$ cat src/rtl/xoro_bus_pkg.sv
// Shared definitions for the picorv32 native memory bus blocks:
// bus widths and the arbiter state encoding.
package xoro_bus_pkg;

  localparam int ADDR_W = 32;
  localparam int DATA_W = 32;
  localparam int STRB_W = 4;

  // Arbiter FSM states; BUSYx means master x owns the slave port.
  typedef enum logic [1:0] {
    ST_IDLE  = 2'd0,
    ST_BUSY0 = 2'd1,
    ST_BUSY1 = 2'd2
  } state_t;

endpackage

$ cat src/rtl/bus_timeout_cnt.sv
// Wait-cycle counter for a granted bus transaction. Counts busy cycles
// that have not completed and flags when the limit is reached.
// A TIMEOUT of 0 disables the terminal count entirely.
module bus_timeout_cnt #(
  parameter int unsigned TIMEOUT = 255
) (
  input  logic clk,
  input  logic reset,
  input  logic i_clear,
  input  logic i_inc,
  output logic o_tc
);

  localparam logic [7:0] LP_LIMIT = 8'(TIMEOUT);

  logic [7:0] r_count;

  // Wait counter: cleared between transactions, advanced per stalled cycle.
  always_ff @(posedge clk) begin
    // NOTE: sequential state uses non-blocking assignments so every flop
    // samples the pre-edge values regardless of statement order.
    if (reset) begin
      r_count <= 8'd0;
    end else if (i_clear) begin
      r_count <= 8'd0;
    end else if (i_inc) begin
      r_count <= r_count + 8'd1;
    end
  end

  assign o_tc = (LP_LIMIT != 8'd0) && (r_count == LP_LIMIT);

endmodule

$ cat src/rtl/mem_arbiter2.sv
// Two-master round-robin arbiter onto one picorv32 native memory port.
// The grant is registered in IDLE and held for a whole transaction; a
// stalled slave is force-completed after TIMEOUT waiting cycles.
module mem_arbiter2
  import xoro_bus_pkg::*;
#(
  parameter int unsigned        TIMEOUT      = 255,
  parameter logic [DATA_W-1:0]  TIMEOUT_DATA = 32'h0000_0000
) (
  input  logic              clk,
  input  logic              reset,
  // master 0 (CPU core)
  input  logic              m0_mem_valid,
  output logic              m0_mem_ready,
  input  logic              m0_mem_instr,
  input  logic [STRB_W-1:0] m0_mem_wstrb,
  input  logic [DATA_W-1:0] m0_mem_wdata,
  input  logic [ADDR_W-1:0] m0_mem_addr,
  output logic [DATA_W-1:0] m0_mem_rdata,
  // master 1 (second bus master)
  input  logic              m1_mem_valid,
  output logic              m1_mem_ready,
  input  logic              m1_mem_instr,
  input  logic [STRB_W-1:0] m1_mem_wstrb,
  input  logic [DATA_W-1:0] m1_mem_wdata,
  input  logic [ADDR_W-1:0] m1_mem_addr,
  output logic [DATA_W-1:0] m1_mem_rdata,
  // slave (memory controller)
  output logic              s_mem_valid,
  input  logic              s_mem_ready,
  output logic              s_mem_instr,
  output logic [STRB_W-1:0] s_mem_wstrb,
  output logic [DATA_W-1:0] s_mem_wdata,
  output logic [ADDR_W-1:0] s_mem_addr,
  input  logic [DATA_W-1:0] s_mem_rdata,
  output logic              timeout_err
);

  state_t r_state;
  state_t w_next_state;
  logic   r_last_grant;
  logic   w_next_last_grant;

  logic   w_busy;
  logic   w_sel1;
  logic   w_gnt_valid;
  logic   w_tc;
  logic   w_done;
  logic   w_forced;
  logic   w_exit;
  logic   w_cnt_clear;
  logic   w_cnt_inc;
  logic   [DATA_W-1:0] w_ret_data;

  assign w_busy      = (r_state != ST_IDLE);
  assign w_sel1      = (r_state == ST_BUSY1);
  assign w_gnt_valid = w_sel1 ? m1_mem_valid : m0_mem_valid;

  // Normal completion beats a coincident timeout.
  assign w_done   = w_busy & w_gnt_valid & s_mem_ready;
  assign w_forced = w_busy & w_gnt_valid & ~s_mem_ready & w_tc;
  // Leaving BUSY: completion, forced completion, or the master gave up.
  assign w_exit   = w_busy & (~w_gnt_valid | s_mem_ready | w_tc);

  assign w_cnt_clear = ~w_busy | w_exit;
  assign w_cnt_inc   = w_busy & ~w_exit;

  assign w_ret_data  = w_forced ? TIMEOUT_DATA : s_mem_rdata;

  bus_timeout_cnt #(
    .TIMEOUT (TIMEOUT)
  ) u_timeout_cnt (
    .clk     (clk),
    .reset   (reset),
    .i_clear (w_cnt_clear),
    .i_inc   (w_cnt_inc),
    .o_tc    (w_tc)
  );

  // State register: current owner and round-robin history.
  always_ff @(posedge clk) begin
    if (reset) begin
      r_state      <= ST_IDLE;
      r_last_grant <= 1'b1;  // m0 wins the first tie
    end else begin
      r_state      <= w_next_state;
      r_last_grant <= w_next_last_grant;
    end
  end

  // Next-state logic: arbitrate in IDLE, return to IDLE when BUSY ends.
  always_comb begin
    // NOTE: every variable gets a default before the case so no path
    // leaves it unassigned, which would otherwise infer a latch.
    w_next_state      = r_state;
    w_next_last_grant = r_last_grant;
    case (r_state)
      ST_IDLE: begin
        if (m0_mem_valid && m1_mem_valid) begin
          w_next_state = r_last_grant ? ST_BUSY0 : ST_BUSY1;
        end else if (m0_mem_valid) begin
          w_next_state = ST_BUSY0;
        end else if (m1_mem_valid) begin
          w_next_state = ST_BUSY1;
        end
      end
      ST_BUSY0, ST_BUSY1: begin
        if (w_exit) begin
          w_next_state      = ST_IDLE;
          w_next_last_grant = w_sel1;
        end
      end
      default: begin
        w_next_state = ST_IDLE;
      end
    endcase
  end

  // Output logic: route the owning master to the slave and back.
  always_comb begin
    s_mem_valid  = 1'b0;
    s_mem_instr  = m0_mem_instr;
    s_mem_wstrb  = '0;
    s_mem_wdata  = m0_mem_wdata;
    s_mem_addr   = m0_mem_addr;
    m0_mem_ready = 1'b0;
    m0_mem_rdata = '0;
    m1_mem_ready = 1'b0;
    m1_mem_rdata = '0;
    timeout_err  = 1'b0;
    case (r_state)
      ST_BUSY0: begin
        s_mem_valid  = m0_mem_valid;
        s_mem_wstrb  = m0_mem_wstrb;
        m0_mem_ready = w_done | w_forced;
        m0_mem_rdata = w_ret_data;
        timeout_err  = w_forced;
      end
      ST_BUSY1: begin
        s_mem_valid  = m1_mem_valid;
        s_mem_instr  = m1_mem_instr;
        s_mem_wstrb  = m1_mem_wstrb;
        s_mem_wdata  = m1_mem_wdata;
        s_mem_addr   = m1_mem_addr;
        m1_mem_ready = w_done | w_forced;
        m1_mem_rdata = w_ret_data;
        timeout_err  = w_forced;
      end
      default: begin
      end
    endcase
    // Handshake outputs are held quiet for the whole reset cycle, even
    // before the state register has been cleared by the edge.
    if (reset) begin
      s_mem_valid  = 1'b0;
      m0_mem_ready = 1'b0;
      m1_mem_ready = 1'b0;
      timeout_err  = 1'b0;
    end
  end

endmodule

$ cat config.mk
export PLATFORM = sky130hd
export DESIGN_NAME = mem_arbiter2
export DESIGN_NICKNAME = d
export VERILOG_FILES = /design/src/rtl/xoro_bus_pkg.sv /design/src/rtl/bus_timeout_cnt.sv /design/src/rtl/mem_arbiter2.sv
export SDC_FILE = /design/constraint.sdc
export NUM_CORES = 1
export LEC_CHECK = 0
export BUFFER_PORTS_ARGS = -buffer_cell sky130_fd_sc_hd__buf_4
export CORE_AREA = 2 2 121 123
export DETAILED_ROUTE_END_ITERATION = 8
export DIE_AREA = 0 0 123 125
export GPL_ROUTABILITY_DRIVEN = 0
export GPL_TIMING_DRIVEN = 0
export PLACE_DENSITY = 0.51
export SYNTH_ARGS = -nofsm -noshare
export SYNTH_HDL_FRONTEND = slang
export SYNTH_HIERARCHICAL = 1
export SYNTH_SLANG_ARGS = --single-unit
$ cat constraint.sdc
create_clock -name clk -period 3.5 [get_ports clk]
set_input_delay 0.175 -clock clk [delete_from_list [all_inputs] [get_ports clk]]
set_output_delay 0.175 -clock clk [all_outputs]
set_load 0.03 [all_outputs]
==> impl_metrics.csv, run 1 <==
group,metric,value,unit
setup_path,crit_type,"reg2out",
setup_path,cp_data_arrival_time,2.21,ns
global_routing,grtUsageMet3,4.01,%
routing,drtPass1Iterations,4,
power,p_comb_share,89.0,%
power,peakVddDrop,0.000242,V
synth,ys_seq_elements,11,
synth,synth-seq-area-share,11.4,%
power,internal_power,1530,µW
sta,finalSetupViolCount,0,
setup_path,cp-start-kind,"register",
clocking,cts_buffers,3,
sta,hold_violations,0,
synth,avgSynthCellArea,8.42,µm²
routing,vias,2885,
clocking,hold_buffers,0,
synth,yosysWarnings,6,
cells_and_area,fin_area,4580,µm²
placed_design,portBuffers,311,
routing,viasPerCell,3.96,
global_routing,use_met1,13.6,%
setup_path,required,3.32,ns
clocking,clock-sinks,11,
global_routing,grtUsageTotal,12.9,%
clocking,cts_root_buffer,"clkbuf_16",
global_routing,grt_overflow,0,
cells_and_area,fill_cells,1524,
power,pwr_density_cell,716,nW/µm²
setup_path,path_max_fanout,10,
sta,fin_tns_setup,0,ns
global_routing,use_met2,25.0,%
power,p_leak,0.00230,µW
sta,fmax,418,MHz
floorplanning,fp.dieW,123,µm
clocking,clockBufferDepth,2,
synth,synth_top_cell_area_share,38.4,%
cells_and_area,area_growth,136,%
power,seqPwrFrac,4.6,%
power,p_switching,1760,µW
routing,final_antenna_net_count,0,
placed_design,dp_hpwl,9660,µm
clocking,clkSlewWorstSetupHoldPaths,0.04,ns
floorplanning,io_pins,312,
clocking,cts_max_level,1,
power,clkPwrFrac,6.3,%
sta,slew_headroom,74.8,%
cells_and_area,final_nets,725,
synth,synth.largest_area_cell,"mux2_2",
global_routing,grt_max_degree,11,
routing,drc,0,
outcome,status,"finished, final reports clean",
setup_path,reg2reg_slack,1.52,ns
floorplanning,core-area,14200,µm²
floorplanning,rows,44,
synth,syn_area,1940,µm²
synth,postSynthCellCount,230,
routing,routedWlPerCell,15.1,µm
sta,fin_skew,0.00368,ns
sta,finalHoldWorstSlack,0.248,ns
setup_path,worst_setup_path_end_kind,"output port",
sta,rsz0062_at_grt,"false",
floorplanning,start_util,13.6,%
cells_and_area,diodes,0,
cells_and_area,drive_above_1_share,72.5,%
clocking,cts-resized-gates,0,
global_routing,grt_pass1_wl,15800,µm
power,sw_frac_of_total,53.5,%
placed_design,placed_cell_area,4500,µm²
global_routing,antenna_found_initial,0,
clocking,cts_tree,"built",
sta,slew_viol_final,0,
floorplanning,die_h,125,µm
min_path,hold_path.class,"in2reg",
clocking,cts_setup_buffers,0,
synth,syn-num-nets,409,
global_routing,grt.busiest_layer,"met2",
run,drv_cap,0,
synth,synth_area_leaders,"mux2_2 38%, and2_1 21%, dfxtp_1 11%",
routing,drt_iter0_drc,63,
clocking,clk_latency,0.24,ns
sta,finalCritPeriodShare,68.3,%
floorplanning,dieArea,15400,µm²
sta,fin_crit,2.39,ns
sta,tightest_slew,0.378,ns
global_routing,grt_pass1_vias,2985,
routing,wl,11000,µm
synth,synthDistinctLibCells,32,
[cells by family (layout without fill, tap and decap cells)]
family                     Yosys count  count (layout)  share of synthesized area (%)
buffers and inverters               20             335                           5.04
AOI/OAI and AO/OA                   17              17                           6.27
DFF                                 11              11                           11.4
adders and majority gates            4               4                           2.58
and+or+nand+nor                    103             103                           31.9
xor gates and xnor gates             4               4                           1.81
muxes                               71              71                           41.0
[layer usage]
| metal | routed length (µm) | share of wire [%] | vias up |
|---|---|---|---|
| met5 | 0 | 0 | - |
| met2 | 5710 | 52 | 165 |
| li1 | - | - | 1422 |
| met4 | 83 | 0.75 | 0 |
| met1 | 3940 | 36 | 1291 |
| met3 | 1280 | 12 | 7 |
[area by class of cell]
| class | count | area [µm²] | share of cell area [%] |
|---|---|---|---|
| buffer | 16 | 82.6 | 1.80 |
| tap | 184 | 230 | 5.03 |
| sequential | 11 | 220 | 4.81 |
| timing repair buffer | 311 | 2330 | 51.0 |
| multi-input combinational | 199 | 1620 | 35.3 |
| inverter | 4 | 15.0 | 0.328 |
| clock buffer | 4 | 78.8 | 1.72 |
[path summary, 6_finish.rpt]
path	endpoint	startpoint	cells after the start
worst max-delay path	m1_mem_rdata[2]	u_timeout_cnt/r_count[0]$_SDFFE_PP0P_	8
worst min-delay path	r_state[0]$_SDFFE_PP0P_	m0_mem_valid	3
worst max register to register	u_timeout_cnt/r_count[6]$_SDFFE_PP0P_	r_state[0]$_SDFFE_PP0P_	8
worst min register to register	u_timeout_cnt/r_count[5]$_SDFFE_PP0P_	u_timeout_cnt/r_count[5]$_SDFFE_PP0P_	2
[sequential cells by signal, summed over array words and instances, names as in the netlist]
| name | count |
|---|---|
| r_last_grant | 1 |
| r_state | 2 |
| u_timeout_cnt/r_count | 8 |
[critical path, stage by stage (launching register included)]
cell and delay [ns]:
dfxtp_1 0.40, ha_1 0.23, nand3_1 0.09, nor2_1 0.17, nand2b_1 0.12, o31a_1 0.34
clkbuf_1 0.24, and2_1 0.22, buf_4 0.17
[placed cells by master, fill, tap and decap left out, drive strengths merged, types with 5 or more instances in the layout]
cell and instances:
buf 323, mux2 67, and2 64, nor2 12, dfxtp 11, clkbuf 8
a22oi 5, nor2b 5
[through the flow]
stage | total power, µW | util [%] | cells | setup WS, ns
after detailed placement | 3110 | 31.7 | 725 | 1.35
final | 3280 | 32.2 | 729 | 1.11
after global routing | 3470 | 32.2 | 729 | 0.912
after global placement | 3100 | 31.7 | 725 | 1.35
after floorplan | 2020 | - | 230 | 1.43
after CTS | 3330 | 32.2 | 729 | 1.09
[power by group through the flow]
stage	sequential [µW]	combinational, µW	clock, µW
5_1_grt	154	3100	221
3_3_place_gp	154	2950	0
4_1_cts	152	2970	213
6_report	152	2920	208
3_5_place_dp	154	2950	0
2_1_floorplan	152	1870	0
[synthesized netlist by cell type, drive strengths merged]
master  instances
mux2           67
and2           64
buf            12
nor2           12
dfxtp          11
a22oi           5
nor2b           5
a21oi           4
clkbuf          4
ha              4
inv             4
mux2i           4
nand2b          4
nand3           4
nand4           4
o21ai           3
or3             3
xor2            3
and3            2
o31a            2
a21boi          1
a32oi           1
nand2           1
nor3b           1
nor4            1
nor4bb          1
o21bai          1
or2             1
xnor2           1
Power figures use the tool's default switching activity.
==> inputs of run 2 (changes only) <==
--- a/config.mk
+++ b/config.mk
@@ -6,12 +6,12 @@
 export NUM_CORES = 1
 export LEC_CHECK = 0
 export BUFFER_PORTS_ARGS = -buffer_cell sky130_fd_sc_hd__buf_4
-export CORE_AREA = 2 2 121 123
+export CORE_AREA = 2 2 120 122
 export DETAILED_ROUTE_END_ITERATION = 8
-export DIE_AREA = 0 0 123 125
+export DIE_AREA = 0 0 122 124
 export GPL_ROUTABILITY_DRIVEN = 0
 export GPL_TIMING_DRIVEN = 0
-export PLACE_DENSITY = 0.51
+export PLACE_DENSITY = 0.52
 export SYNTH_ARGS = -nofsm -noshare
 export SYNTH_HDL_FRONTEND = slang
 export SYNTH_HIERARCHICAL = 1
==> constraint.sdc (replaced) <==
create_clock -name clk -period 2.2 [get_ports clk]
set_input_delay 0.11 -clock clk [delete_from_list [all_inputs] [get_ports clk]]
set_output_delay 0.11 -clock clk [all_outputs]
set_load 0.03 [all_outputs]
==> run 2 against run 1 <==
  * Cell area up 4.4%
  * Global-route usage increased by 1.5 points
  * Via count up 2.4%
  * Setup slack got worse by 1.0 ns
  * Flip-flop and latch count unchanged
  * Sequential share of layout area is essentially flat
  * Register-to-register slack worse by 1.3 ns
  * Clock power is 59% higher
  * Combinational power up 68%
  * Critical endpoint is now m0_mem_rdata[10]
  * Largest cell class unchanged
==> impl_metrics.csv, run 2 (synthesized netlist as in run 1, its figures left out) <==
group,metric,value,unit
floorplanning,die_h,124,µm
clocking,clockBufferDepth,2,
routing,routed.top_layer,"met5",
sta,rsz0062_at_grt,"false",
power,p_switching,2860,µW
clocking,clk_latency,0.24,ns
min_path,hold_depth,3,
setup_path,cp-start-kind,"register",
power,seqPwrFrac,4.4,%
floorplanning,core-area,13700,µm²
cells_and_area,final-instance-count-excl-fill,732,
setup_path,r2r_end,"u_timeout_cnt/r_count[7]$_SDFFE_PP0P_",
routing,drt_iter0_drc,53,
routing,wl_met3,1260,µm
routing,wl,12800,µm
clocking,cts_tree,"built",
floorplanning,io_pins,312,
sta,hold_violations,0,
floorplanning,rows,43,
global_routing,grt_overflow,0,
sta,slew_viol_final,0,
cells_and_area,final_cell_mix,"310 x buf_4, 66 x mux2_2, 64 x and2_1",
setup_path,reg2reg_slack,0.23,ns
routing,routedWlPerCell,17.5,µm
power,p_leak,0.00238,µW
cells_and_area,area_growth,147,%
sta,tightest_slew,0.380,ns
sta,finalSetupViolCount,0,
setup_path,timing.rr.start,"r_state[0]$_SDFFE_PP0P_",
clocking,hold_buffers,0,
cells_and_area,largest_reg_flops,8,
power,peakVddDrop,0.000456,V
setup_path,cp_data_arrival_time,2.00,ns
placed_design,place_inst,721,
sta,finalCritPeriodShare,95.9,%
cells_and_area,reg_top3,"u_timeout_cnt/r_count x8, r_state x2, r_last_grant x1",
clocking,cts_max_level,1,
min_path,hold_end,"r_state[0]$_SDFFE_PP0P_",
power,sw_frac_of_total,52.3,%
min_path,hold_path.class,"in2reg",
setup_path,crit_type,"reg2out",
routing,viasPerCell,4.04,
routing,wl_met1,4690,µm
sta,fmax,474,MHz
power,p_comb_share,89.6,%
power,clkPwrFrac,6.1,%
clocking,cts_root_buffer,"clkbuf_16",
clocking,cts_buffers,3,
min_path,min_from,"m0_mem_valid",
sta,slew_headroom,74.7,%
cells_and_area,drive_above_1_share,75.3,%
global_routing,antenna_found_initial,4,
sta,fin_tns_setup,0,ns
floorplanning,dieArea,15100,µm²
floorplanning,start_util,14.1,%
cells_and_area,largest-register,"u_timeout_cnt/r_count",
setup_path,r2r_cells,7,
global_routing,grt_pass1_wl,16300,µm
clocking,clock-sinks,11,
power,pwr_density_cell,1140,nW/µm²
cells_and_area,fin_area,4780,µm²
clocking,clkSlewWorstSetupHoldPaths,0.04,ns
placed_design,portBuffers,311,
sta,fin_skew,0.00243,ns
placed_design,placed_cell_area,4500,µm²
cells_and_area,final_nets,731,
placed_design,dp_hpwl,11300,µm
global_routing,grtUsageTotal,14.4,%
setup_path,path_max_fanout,8,
global_routing,grt_pass1_vias,2816,
outcome,status,"finished, final reports clean",
setup_path,worst_setup_path_end_kind,"output port",
routing,final_antenna_net_count,0,
sta,fin_crit,2.11,ns
run,drv_cap,0,
power,internal_power,2610,µW
global_routing,grt_max_degree,11,
cells_and_area,mostFrequentLayoutCell,"buf_4",
routing,drc,0,
setup_path,required,2.09,ns
routing,drtPass1Iterations,4,
floorplanning,fp.dieW,122,µm
sta,finalHoldWorstSlack,0.196,ns
routing,met2_length,6670,µm
routing,vias,2954,
[run 2: changes by cell type in the layout (fill, tap and decap cells not counted), moves of 4 or more]
cell,previous run,this run
buf_4,314,310
clkbuf_4,0,5
buf_6,0,10
buf_2,9,4
[run 2: worst max path at each step]
stage	slack, ns	from	end	depth (start not counted)
after floorplan	0.20	u_timeout_cnt/r_count[0]$_SDFFE_PP0P_	timeout_err	5
after CTS	-0.02	r_state[0]$_SDFFE_PP0P_	m0_mem_rdata[10]	7
after global placement	0.1	u_timeout_cnt/r_count[0]$_SDFFE_PP0P_	m1_mem_rdata[14]	8
final	0.09	u_timeout_cnt/r_count[0]$_SDFFE_PP0P_	m0_mem_rdata[10]	8
after global routing	0.01	u_timeout_cnt/r_count[0]$_SDFFE_PP0P_	m0_mem_rdata[11]	8
after detailed placement	0.08	u_timeout_cnt/r_count[0]$_SDFFE_PP0P_	m1_mem_rdata[12]	8
[run 2: routing by layer]
| metal | GRT usage [%] | vias up |
|---|---|---|
| li1 | - | 1440 |
| met1 | 16.4 | 1338 |
| met2 | 25.8 | 156 |
| met3 | 4.40 | 14 |
| met4 | 4.02 | 6 |
| met5 | 0 | - |
[run 2: area by class of cell]
| class | count | area [µm²] |
|---|---|---|
| Inverter | 4 | 15.0 |
| Tap cell | 180 | 225 |
| Buffer | 16 | 136 |
| Timing Repair Buffer | 317 | 2410 |
| Fill cell | 1448 | 8940 |
| Antenna cell | 1 | 2.50 |
| Sequential cell | 11 | 229 |
| Clock buffer | 4 | 78.8 |
| Multi-Input combinational cell | 199 | 1690 |
[run 2: worst max-delay path: stages (launching register included)]
cell	delay, ns
dfxtp_4	0.37
ha_4	0.15
nand3_2	0.10
nor2_4	0.17
nand2b_4	0.08
o31a_4	0.40
buf_6	0.15
and2_1	0.18
buf_6	0.14
[run 2: timing repair]
| item | 4_1_cts | 5_1_grt |
|---|---|---|
| setup buffers | 0 | 3 |
| resized for setup | 17 | 28 |
| gates cloned | 0 | 3 |
| endpoints found under the hold margin | 0 | 0 |
| pin swaps | 2 | 3 |
| setup endpoints to repair | 60 | 99 |
[run 2: metrics by stage]
step | total power, µW | setup slack [ns] | utilization, %
2_1_floorplan | 3210 | 0.200 | -
6_report | 5470 | 0.0907 | 34.8
5_1_grt | 5760 | 0.0102 | 34.8
3_5_place_dp | 4960 | 0.0774 | 32.8
4_1_cts | 5390 | -0.0229 | 33.7
3_3_place_gp | 4940 | 0.0965 | 32.8
[run 2: power groups by stage]
stage / clock [µW] / sequential, µW / combinational (µW)
2_1_floorplan: 0 / 241 / 2970
3_5_place_dp: 0 / 246 / 4710
5_1_grt: 352 / 245 / 5160
3_3_place_gp: 0 / 245 / 4700
6_report: 331 / 240 / 4900
4_1_cts: 341 / 241 / 4810
